### src/rtl/draw_cmd_sched_pkg.sv
// rtl/draw_cmd_sched_pkg.sv - shared widths, draw opcodes and scheduler state encodings
package draw_cmd_sched_pkg;

  localparam int OP_W      = 8;
  localparam int PAYLOAD_W = 256;
  localparam int ENTRY_W   = OP_W + PAYLOAD_W;

  typedef enum logic [OP_W-1:0] {
    DRAW_OP_NOP   = 8'h00,
    DRAW_OP_RECT  = 8'h01,
    DRAW_OP_LINE  = 8'h02,
    DRAW_OP_BLIT  = 8'h03,
    DRAW_OP_FENCE = 8'h80
  } draw_op_e;

  typedef enum logic [1:0] {
    SCHED_IDLE  = 2'd0,
    SCHED_ISSUE = 2'd1,
    SCHED_WAIT  = 2'd2
  } sched_state_e;

  typedef struct packed {
    logic [OP_W-1:0]      op;
    logic [PAYLOAD_W-1:0] data;
  } draw_cmd_t;

  function automatic draw_cmd_t pack_cmd(input logic [OP_W-1:0] op,
                                         input logic [PAYLOAD_W-1:0] data);
    draw_cmd_t c;
    c.op   = op;
    c.data = data;
    return c;
  endfunction

endpackage

### src/rtl/draw_cmd_sched_if.sv
// rtl/draw_cmd_sched_if.sv - host command port, draw-unit handshake and status bundle
// irq/irq_clr exist only when DRAW_CMD_SCHED_IRQ_EN is defined.
interface draw_cmd_sched_if #(parameter int AW = 3);
  import draw_cmd_sched_pkg::*;

  logic                 cmd_valid;
  logic                 cmd_ready;
  logic [OP_W-1:0]      cmd_op;
  logic [PAYLOAD_W-1:0] cmd_data;
  logic                 flush;
  logic [OP_W-1:0]      du_command;
  logic [PAYLOAD_W-1:0] du_data;
  logic                 du_commit;
  logic                 du_ack;
  logic                 du_done;
  logic                 busy;
  logic [AW:0]          level;
  logic [15:0]          done_cnt;
  logic                 err;
`ifdef DRAW_CMD_SCHED_IRQ_EN
  logic                 irq;
  logic                 irq_clr;

  modport master (output cmd_valid, cmd_op, cmd_data, flush, du_ack, du_done, irq_clr,
                  input  cmd_ready, du_command, du_data, du_commit, busy, level, done_cnt, err, irq);
  modport slave  (input  cmd_valid, cmd_op, cmd_data, flush, du_ack, du_done, irq_clr,
                  output cmd_ready, du_command, du_data, du_commit, busy, level, done_cnt, err, irq);
`else
  modport master (output cmd_valid, cmd_op, cmd_data, flush, du_ack, du_done,
                  input  cmd_ready, du_command, du_data, du_commit, busy, level, done_cnt, err);
  modport slave  (input  cmd_valid, cmd_op, cmd_data, flush, du_ack, du_done,
                  output cmd_ready, du_command, du_data, du_commit, busy, level, done_cnt, err);
`endif

endinterface

### src/rtl/draw_cmd_fifo.sv
// rtl/draw_cmd_fifo.sv - synchronous command FIFO (opcode + payload) with flush
module draw_cmd_fifo
  import draw_cmd_sched_pkg::*;
#(
  parameter int DEPTH = 8,
  parameter int AW    = 3
) (
  input  logic               clk,
  input  logic               rst_n,
  input  logic               push_i,
  input  logic               pop_i,
  input  logic               flush_i,
  input  logic [ENTRY_W-1:0] wdata_i,
  output logic               full_o,
  output logic [AW:0]        level_o,
  output logic [ENTRY_W-1:0] head_o
);

  logic [ENTRY_W-1:0] mem_q [DEPTH];
  logic [AW-1:0]      wr_ptr_q;
  logic [AW-1:0]      rd_ptr_q;
  logic [AW:0]        level_q;
  logic               do_push;
  logic               do_pop;

  assign full_o  = (level_q == (AW+1)'(DEPTH));
  // Flush beats both push and pop in the same cycle.
  assign do_push = push_i & ~full_o & ~flush_i;
  assign do_pop  = pop_i & (level_q != '0) & ~flush_i;

  always_ff @(posedge clk or negedge rst_n) begin
    if (!rst_n) begin
      wr_ptr_q <= '0;
      rd_ptr_q <= '0;
      level_q  <= '0;
    end else if (flush_i) begin
      rd_ptr_q <= wr_ptr_q;
      level_q  <= '0;
    end else begin
      if (do_push) wr_ptr_q <= wr_ptr_q + AW'(1);
      if (do_pop)  rd_ptr_q <= rd_ptr_q + AW'(1);
      case ({do_push, do_pop})
        2'b10:   level_q <= level_q + (AW+1)'(1);
        2'b01:   level_q <= level_q - (AW+1)'(1);
        default: level_q <= level_q;
      endcase
    end
  end

  always_ff @(posedge clk) begin
    if (do_push) mem_q[wr_ptr_q] <= wdata_i;
  end

  assign level_o = level_q;
  assign head_o  = mem_q[rd_ptr_q];

endmodule

### src/rtl/draw_cmd_sched.sv
// rtl/draw_cmd_sched.sv - queues host draw commands and issues them one at a time to the draw unit
// Optional DRAW_CMD_SCHED_IRQ_EN adds a sticky drain/error interrupt.
module draw_cmd_sched
  import draw_cmd_sched_pkg::*;
#(
  parameter int DEPTH   = 8,
  parameter int AW      = 3,
  parameter int TIMEOUT = 1048575
) (
  input logic             clk,
  input logic             rst_n,
  draw_cmd_sched_if.slave bus
);

  localparam int WDW = (TIMEOUT > 1) ? $clog2(TIMEOUT + 1) : 1;

  sched_state_e         state_q;
  logic                 du_commit_q;
  logic [OP_W-1:0]      du_command_q;
  logic [PAYLOAD_W-1:0] du_data_q;
  logic [15:0]          done_cnt_q;
  logic                 err_q;
  logic [WDW-1:0]       wd_q;

  draw_cmd_t            wr_cmd;
  draw_cmd_t            head;
  logic                 full;
  logic [AW:0]          level;
  logic                 pop;
  logic                 step_done;
  logic                 wd_fire;
  logic                 timeout;

  assign wr_cmd = pack_cmd(bus.cmd_op, bus.cmd_data);

  draw_cmd_fifo #(.DEPTH(DEPTH), .AW(AW)) u_fifo (
    .clk     (clk),
    .rst_n   (rst_n),
    .push_i  (bus.cmd_valid),
    .pop_i   (pop),
    .flush_i (bus.flush),
    .wdata_i (wr_cmd),
    .full_o  (full),
    .level_o (level),
    .head_o  (head)
  );

  assign pop       = (state_q == SCHED_IDLE) && (level != '0) && !bus.flush;
  assign step_done = ((state_q == SCHED_ISSUE) && bus.du_ack) ||
                     ((state_q == SCHED_WAIT) && bus.du_done);
  assign wd_fire   = (TIMEOUT != 0) && (state_q != SCHED_IDLE) && (wd_q == WDW'(TIMEOUT - 1));
  // A handshake landing on the last watchdog cycle still counts as progress.
  assign timeout   = wd_fire && !step_done;

  always_ff @(posedge clk or negedge rst_n) begin
    if (!rst_n) begin
      state_q      <= SCHED_IDLE;
      du_commit_q  <= 1'b0;
      du_command_q <= '0;
      du_data_q    <= '0;
      done_cnt_q   <= '0;
      err_q        <= 1'b0;
      wd_q         <= '0;
    end else begin
      case (state_q)
        SCHED_IDLE: begin
          wd_q <= '0;
          if (pop) begin
            du_command_q <= head.op;
            du_data_q    <= head.data;
            du_commit_q  <= 1'b1;
            state_q      <= SCHED_ISSUE;
          end
        end
        SCHED_ISSUE: begin
          if (step_done) begin
            du_commit_q <= 1'b0;
            state_q     <= SCHED_WAIT;
            wd_q        <= '0;
          end else if (timeout) begin
            err_q       <= 1'b1;
            du_commit_q <= 1'b0;
            state_q     <= SCHED_IDLE;
            wd_q        <= '0;
          end else begin
            wd_q <= wd_q + WDW'(1);
          end
        end
        SCHED_WAIT: begin
          if (step_done) begin
            done_cnt_q <= done_cnt_q + 16'd1;
            state_q    <= SCHED_IDLE;
            wd_q       <= '0;
          end else if (timeout) begin
            err_q   <= 1'b1;
            state_q <= SCHED_IDLE;
            wd_q    <= '0;
          end else begin
            wd_q <= wd_q + WDW'(1);
          end
        end
        default: state_q <= SCHED_IDLE;
      endcase
    end
  end

  assign bus.cmd_ready  = ~full | bus.flush;
  assign bus.du_commit  = du_commit_q;
  assign bus.du_command = du_command_q;
  assign bus.du_data    = du_data_q;
  assign bus.done_cnt   = done_cnt_q;
  assign bus.err        = err_q;
  assign bus.level      = level;
  assign bus.busy       = (level != '0) || (state_q != SCHED_IDLE);

`ifdef DRAW_CMD_SCHED_IRQ_EN
  logic irq_q;

  always_ff @(posedge clk or negedge rst_n) begin
    if (!rst_n) begin
      irq_q <= 1'b0;
    end else if ((step_done && (state_q == SCHED_WAIT) && (level == '0)) || (timeout && !err_q)) begin
      irq_q <= 1'b1;
    end else if (bus.irq_clr) begin
      irq_q <= 1'b0;
    end
  end

  assign bus.irq = irq_q;
`endif

endmodule

### src/flat_wrapper.sv
// flat-port wrapper written by rule: the top's interface ports become plain ports
module draw_cmd_sched_flat import draw_cmd_sched_pkg::*;
#(
  parameter int DEPTH   = 8,
  parameter int AW      = 3,
  parameter int TIMEOUT = 1048575
)
  (clk, rst_n, bus_cmd_valid, bus_cmd_op, bus_cmd_data, bus_flush, bus_du_ack, bus_du_done, bus_cmd_ready, bus_du_command, bus_du_data, bus_du_commit, bus_busy, bus_level, bus_done_cnt, bus_err);
  draw_cmd_sched_if #(.AW(AW)) bus_i ();
  input logic clk;
  input logic rst_n;
  input wire logic [$bits(bus_i.cmd_valid)-1:0] bus_cmd_valid;
  input wire logic [$bits(bus_i.cmd_op)-1:0] bus_cmd_op;
  input wire logic [$bits(bus_i.cmd_data)-1:0] bus_cmd_data;
  input wire logic [$bits(bus_i.flush)-1:0] bus_flush;
  input wire logic [$bits(bus_i.du_ack)-1:0] bus_du_ack;
  input wire logic [$bits(bus_i.du_done)-1:0] bus_du_done;
  output wire logic [$bits(bus_i.cmd_ready)-1:0] bus_cmd_ready;
  output wire logic [$bits(bus_i.du_command)-1:0] bus_du_command;
  output wire logic [$bits(bus_i.du_data)-1:0] bus_du_data;
  output wire logic [$bits(bus_i.du_commit)-1:0] bus_du_commit;
  output wire logic [$bits(bus_i.busy)-1:0] bus_busy;
  output wire logic [$bits(bus_i.level)-1:0] bus_level;
  output wire logic [$bits(bus_i.done_cnt)-1:0] bus_done_cnt;
  output wire logic [$bits(bus_i.err)-1:0] bus_err;
  assign bus_i.cmd_valid = bus_cmd_valid;
  assign bus_i.cmd_op = bus_cmd_op;
  assign bus_i.cmd_data = bus_cmd_data;
  assign bus_i.flush = bus_flush;
  assign bus_i.du_ack = bus_du_ack;
  assign bus_i.du_done = bus_du_done;
  assign bus_cmd_ready = bus_i.cmd_ready;
  assign bus_du_command = bus_i.du_command;
  assign bus_du_data = bus_i.du_data;
  assign bus_du_commit = bus_i.du_commit;
  assign bus_busy = bus_i.busy;
  assign bus_level = bus_i.level;
  assign bus_done_cnt = bus_i.done_cnt;
  assign bus_err = bus_i.err;
  draw_cmd_sched #(.DEPTH(DEPTH), .AW(AW), .TIMEOUT(TIMEOUT)) u_core (.clk(clk), .rst_n(rst_n), .bus(bus_i));
endmodule
### config.mk
export PLATFORM = sky130hd
export DESIGN_NAME = draw_cmd_sched_flat
export DESIGN_NICKNAME = d
export VERILOG_FILES = /design/src/rtl/draw_cmd_sched_pkg.sv /design/src/rtl/draw_cmd_sched_if.sv /design/src/rtl/draw_cmd_fifo.sv /design/src/rtl/draw_cmd_sched.sv /design/src/flat_wrapper.sv
export SDC_FILE = /design/constraint.sdc
export NUM_CORES = 2
export LEC_CHECK = 0
export BUFFER_PORTS_ARGS = -buffer_cell sky130_fd_sc_hd__clkbuf_2
export CAP_MARGIN = 20
export CORE_MARGIN = 3
export CORE_UTILIZATION = 30
export CTS_CLUSTER_SIZE = 24
export DETAILED_ROUTE_END_ITERATION = 10
export GPL_TIMING_DRIVEN = 0
export PLACE_DENSITY = 0.46
export SLEW_MARGIN = 15
export SYNTH_ARGS = -nofsm -noshare
export SYNTH_HDL_FRONTEND = slang
export SYNTH_SLANG_ARGS = --single-unit
### constraint.sdc
create_clock -name clk -period 27.7 [get_ports clk]
set_clock_uncertainty 0.2 [all_clocks]
set_input_delay 0 -clock clk [delete_from_list [all_inputs] [get_ports clk]]
set_output_delay 0 -clock clk [all_outputs]
set_load 0.03 [all_outputs]
After elaboration in Yosys (flattened, before gate mapping)
Memories as Yosys holds them, arrays and structs flattened. A register that Yosys moved wholly into a read port is not among the register bits. Cells that the tools add are included.

Register bits: 50. Memory bits (writable): 2112. Bits of input ports: 270. Output and inout port bits: 288. Word-level logic and storage cells: 73. Memories: 1.

Memory list: u_core.u_fifo.mem_q (words 8, bits a word 264, read ports 1, clocked after memory_dff 1, wr ports 1, line draw_cmd_fifo.sv:19) `logic [ENTRY_W-1:0] mem_q [DEPTH];`.

Add/sub/neg operators: 6. Equal/unequal tests: 8. Muxes and demuxes: 18. Bitwise gates (word level): 8. Reduce and logical (&&, ||, !) cells: 24.

Operators by type and width (number): 2-to-1 mux 20 bit (2); one-hot mux 20 bit (2 select lines) (1); adder 20 x 1 -> 20 bit, second input constant (1); equality test 20 bit, second input constant (1); adder 16 x 1 -> 16 bit, second input constant (1); 2-to-1 mux 2 bit (4); one-hot mux 4 bit (2 select lines) (1); nonzero test 2 bit (4); adder 3 x 1 -> 3 bit, second input constant (2); logical AND 1 bit (6); 2-to-1 mux 3 bit (2); one-hot mux 2 bit (3 select lines) (1); AND reduction 2 bit (3); AND reduction 3 bit (2); 2-to-1 mux 1 bit (5); adder 4 x 1 -> 4 bit, second input constant (1); AND 1 bit (4); equality test 2 x 1 -> 1 bit, second input constant (2); equality test 2 bit, second input constant (2); equality test 4 bit, second input constant (1); 2-to-1 mux 4 bit (1); nonzero test 4 bit (1); subtractor 4 x 1 -> 4 bit, second input constant (1); logical NOT 1 bit (3); other kinds (9) (12).

Depth between registers and ports, before layout
Word-level depth: 8. Mapped depth: 9. Gate-level depth less buffers: 9.

Cells and area by module
Synthesis repeated with hierarchy kept, for this count alone.

Cell total of the unflattened synthesis: 3905. Area total of the unflattened synthesis: 91834.3 sq um.

By module, submodules not included: draw_cmd_fifo (instances 1, cells an instance 3125, area an instance 79956.7 sq um, seq. area each 63671.1 sq um); draw_cmd_sched (instances 1, cells an instance 780, area an instance 11877.6 sq um, seq. area each 7607.3 sq um).

Least setup slack after synthesis
No wires, ideal clock.

Kind: reg2reg. From: reg u_core.u_fifo.level_q[0] (netlist: u_core.u_fifo.level_o[0]). To: mem u_core.u_fifo.mem_q[1][0] (netlist name), enable pin. Setup time: 1.212 ns. Arrival: 19.193 ns. Required time: 26.288 ns. Slack: 7.096 ns. Cell stages (with the launch flop): 6. Buffers on the path: 1. Period minus slack after synthesis: 20.604 ns. Path through: dfrtp_1 > clkbuf_2 > nor4b_1 > nor3_1 > nand2_1 > nor3_1.

Cells in the longest elaborated chain, start to end: 6.

Ends and longest elaborated chain: from (decl) (line draw_cmd_fifo.sv:22) `logic [AW:0] level_q;`; from (signal assigned) (line draw_cmd_fifo.sv:43) `2'b10: level_q <= level_q + (AW+1)'(1);`; from (signal assigned) (line draw_cmd_fifo.sv:44) `2'b01: level_q <= level_q - (AW+1)'(1);`; from (signal assigned) (line draw_cmd_fifo.sv:45) `default: level_q <= level_q;`; equality test 4 bit (line draw_cmd_fifo.sv:26) `assign full_o = (level_q == (AW+1)'(DEPTH));`; NOT 1 bit (line draw_cmd_fifo.sv:28) `assign do_push = push_i & ~full_o & ~flush_i;`; AND 1 bit (2 in series) (line draw_cmd_fifo.sv:28); 2-to-1 mux 1 bit (line draw_cmd_fifo.sv:51) `if (do_push) mem_q[wr_ptr_q] <= wdata_i;`; 2-to-1 mux 1 bit (not written as such) (line draw_cmd_fifo.sv:51); to (decl) (line draw_cmd_fifo.sv:19).

Every way passes these cells.

Worst setup path in the final report
From: reg u_core.u_fifo.level_q[0] (netlist: u_core.u_fifo.level_o[0]). To: mem u_core.u_fifo.mem_q[0][197] (netlist name), enable pin.

Same word-level chain as after synthesis.

==> summary.txt <==
Outcome
  • Status: completed

Flow run
  • Max-cap viol count: 0

Drt
  • Via count: 46900
  • Routed wire length: 253000 um
  • Iteration-0 DRC Markers: 3556
  • DR vias/cell: 4.70
  • WL per Instance: 25.3 um
  • WL met2: 122000 um
  • WL met3: 14600 um
  • DRC: 0
  • Wl on met1: 110000 um
  • Drt pass-1 iters: 8
  • Uppermost routed layer: met5
  • DRT antenna net count: 0

Placement
  • Setup Slack @ Placement: 23.43 ns
  • Port Buf Inserts: 557
  • DP Cell Count: 8911
  • Gpl congestion: 0.715
  • HPWL after DPL: 168000 um

Global routing
  • First-pass GRT wire length: 364000 um
  • Initial antenna violation count: 51
  • Grt ovf: 0
  • Vias in the first global route: 49800
  • GRT Total Usage: 0.162
  • Largest net degree at the start of global routing: 76

Synth
  • Post-synth cell types: 56
  • Synthesized flop and latch total: 2426
  • Area share of fa/ha/maj cells after synthesis: 0.00152
  • Mapped cell area: 0.0905 sq mm
  • Synth warnings: 0
  • Count leader, synth: edfxtp_1
  • XOR/XNOR Fraction of Synth Area: 0.00300
  • EDFF count, synth: 2112
  • Post-synthesis sequential area ratio: 0.787
  • Largest family of logic cells by synthesized area: multiplexers
  • Post-synthesis cell count: 4188
  • Synthesized Nets: 4469
  • Post-synth ARST share: 0.129
  • Cell taking the most area after synthesis: edfxtp_1
  • Avg Cell Area, Syn: 21.6 sq um
  • Synth top area cells: edfxtp_1 70%, mux4_2 13%, dfrtp_1 8.7%, mux2i_1 2.9%, o21ai_0 1.5%
  • Simple-gate share of the synthesized area: 0.0180
  • Post-synthesis mux area share: 0.161
  • Top FF cell, synth: edfxtp_1
  • Synth Area in Compound Gates: 0.0184
  • Post-synth top area share: 0.700
  • Commonest cells post-synth: 2112 x edfxtp_1, 528 x mux4_2, 314 x dfrtp_1

Timing
  • Worst-Margin Slew: 1.10 ns
  • Slew Limit Fails: 0
  • Minimum clock period: 4.11 ns
  • RSZ-0062 raised after global routing: no
  • Final setup fails: 0
  • Fin Setup TNS: 0 ns
  • FMAX: 243 MHz
  • Max_slew headroom: 0.266
  • Hold Fails Final Rpt: 0
  • Final worst setup slack: 23.59 ns
  • Final period utilization: 0.148

Min path
  • Type of the most critical hold path: in -> reg

Die
  • Die width: 555 um
  • I/O Pins: 558
  • Core area: 0.300 sq mm
  • Die H: 555 um
  • Initial Utilization: 0.302
  • Die ar.: 0.308 sq mm
  • # rows: 201

Power and ir drop
  • Worst VDD drop: 62.7 uV
  • Leakage dissipation: 40.3 nW
  • PwrDens: 100 mW/mm^2

Critical path
  • Reg2Reg Capture Point: u_core.u_fifo.mem_q[0][197]
  • R2R depth: 13
  • Setup CP Type: reg -> reg
  • Max FO, Critical Path: 8
  • CP arrival: 4.47 ns
  • Worst reg2reg path startpoint: u_core.u_fifo.level_o[0]
  • CP Launch Type: flop
  • Critical Path RT: 28.06 ns
  • CP Capture Type: flop
  • FF-to-FF setup slack: 23.59 ns
  • Worst setup path startpoint: u_core.u_fifo.level_o[0]
  • Critical path capture point: u_core.u_fifo.mem_q[0][197]

Layout
  • Share of cells above drive strength 1: 0.302
  • Net count, final: 6055
  • Non-Filler Instances: 9986
  • Synth-to-layout area growth: 28.7%

Clock tree
  • CTS-repair resized insts: 0
  • CTS tree: yes
  • Htree depth: 5
  • Clk buf depth: 4
  • Insertion delay to the later sink of the worst-skew pair: 0.88 ns
  • Clock transition at path regs: 0.06 ns
  • Clock sinks: 2426
  • Root Driver: clkbuf_16
  • Post-CTS setup buffers: 0
  • CTS Buf Count: 278
[flip-flops by register name, summed over array words and instances (netlist names)]
signal                  count
u_core.bus.done_cnt        16
u_core.u_fifo.rd_ptr_q      3
u_core.bus.err              1
u_core.u_fifo.mem_q      2112
u_core.u_fifo.level_o       4
u_core.state_q              2
u_core.bus.du_commit        1
u_core.bus.du_data        256
u_core.bus.du_command       8
u_core.wd_q                20
u_core.u_fifo.wr_ptr_q      3
[cell usage in the layout (no fill, tap or decap), drive strengths merged, types with 7 or more instances in the layout]
| master | netlist | final |
|---|---|---|
| clkbuf | 118 | 1076 |
| edfxtp | 2112 | 2112 |
| o21ai | 274 | 274 |
| ha | 11 | 11 |
| mux2i | 264 | 264 |
| nand2 | 290 | 290 |
| xnor2 | 18 | 18 |
| nand3 | 12 | 12 |
| nand4 | 7 | 7 |
| nor2 | 17 | 17 |
| mux4 | 528 | 528 |
| dfrtp | 314 | 314 |
| inv | 12 | 26 |
| nor3 | 16 | 16 |
| diode | 0 | 23 |
| bufinv | 0 | 16 |
| dlygate4sd3 | 0 | 541 |
| a21oi | 15 | 15 |
| xor2 | 13 | 13 |
| clkinv | 1 | 77 |
| buf | 97 | 305 |
[power breakdown]
part           switching (mW)  internal [mW]  leakage [nW]
logic                    2.06           1.33          12.8
registers               0.182           4.42          23.0
clock network            1.51           2.14          4.45
[how the worst min path moves through the flow]
stage	start	end	slack (ns)	cells past startpoint
floorplan	rst_n	u_core.bus.done_cnt[0]	-0.50	0
CTS	bus_flush	u_core.u_fifo.wr_ptr_q[0]	0.02	4
global placement	bus_cmd_data[255]	u_core.u_fifo.mem_q[3][255]	0.07	1
detailed placement	rst_n	u_core.bus.du_data[82]	-0.34	1
finish	bus_flush	u_core.u_fifo.wr_ptr_q[0]	0.1	4
global route	bus_flush	u_core.u_fifo.wr_ptr_q[0]	0.09	4
[critical path: stages, from the launching register on]
cell      delay (ns)
dfrtp_1         0.39
clkbuf_2        0.20
nor4b_1         0.11
nor3_1          0.53
nand2b_1        0.37
nor3_2          0.47
buf_6           0.21
buf_6           0.18
buf_6           0.16
buf_4           0.21
buf_4           0.22
buf_6           0.17
buf_4           0.20
buf_6           0.16
[per-stage QoR]
| step | power, mW | utilization | cell area (sq um) | hold slack [ns] |
|---|---|---|---|---|
| 6_report | 11.6 | 0.388 | 116000 | 0.0992 |
| 5_1_grt | 12.2 | 0.388 | 116000 | 0.0857 |
| 4_1_cts | 11.9 | 0.388 | 116000 | 0.0194 |
| 3_5_place_dp | 8.12 | 0.339 | 102000 | -0.339 |
| 3_3_place_gp | 8.27 | 0.328 | 98300 | 0.0733 |
| 2_1_floorplan | 6.83 | - | 90500 | -0.496 |
[layer usage]
layer  up-vias  GRT usage
met5         -          0
met4        24     0.0417
li1      20400          -
met2      1196      0.264
met1     24900      0.219
met3       378     0.0350
[cell type report]
cell class | instances | area (sq um)
fill | 27400 | 184000
sequential | 2426 | 71300
multi-input combinational | 1534 | 18300
timing repair buffer | 1306 | 11700
clock buffer | 401 | 7810
tap | 3958 | 4950
clock inverter | 110 | 1350
buffer | 215 | 950
antenna | 23 | 57.6
inverter | 13 | 48.8
[timing repair]
| item | 4_1_cts | 5_1_grt |
|---|---|---|
| hold buffers | 541 | 0 |
| hold endpoints to repair | 2519 | 0 |
| endpoints found under the setup margin | 0 | 0 |
[kinds of logic after synthesis]
logic type,Yosys count
xor+xnor,31
mux,795
simple gates,381
fa+ha+maj,11
buf+inv,228
compound gates,316
flops,2426
(Power assumes the default switching activity.)
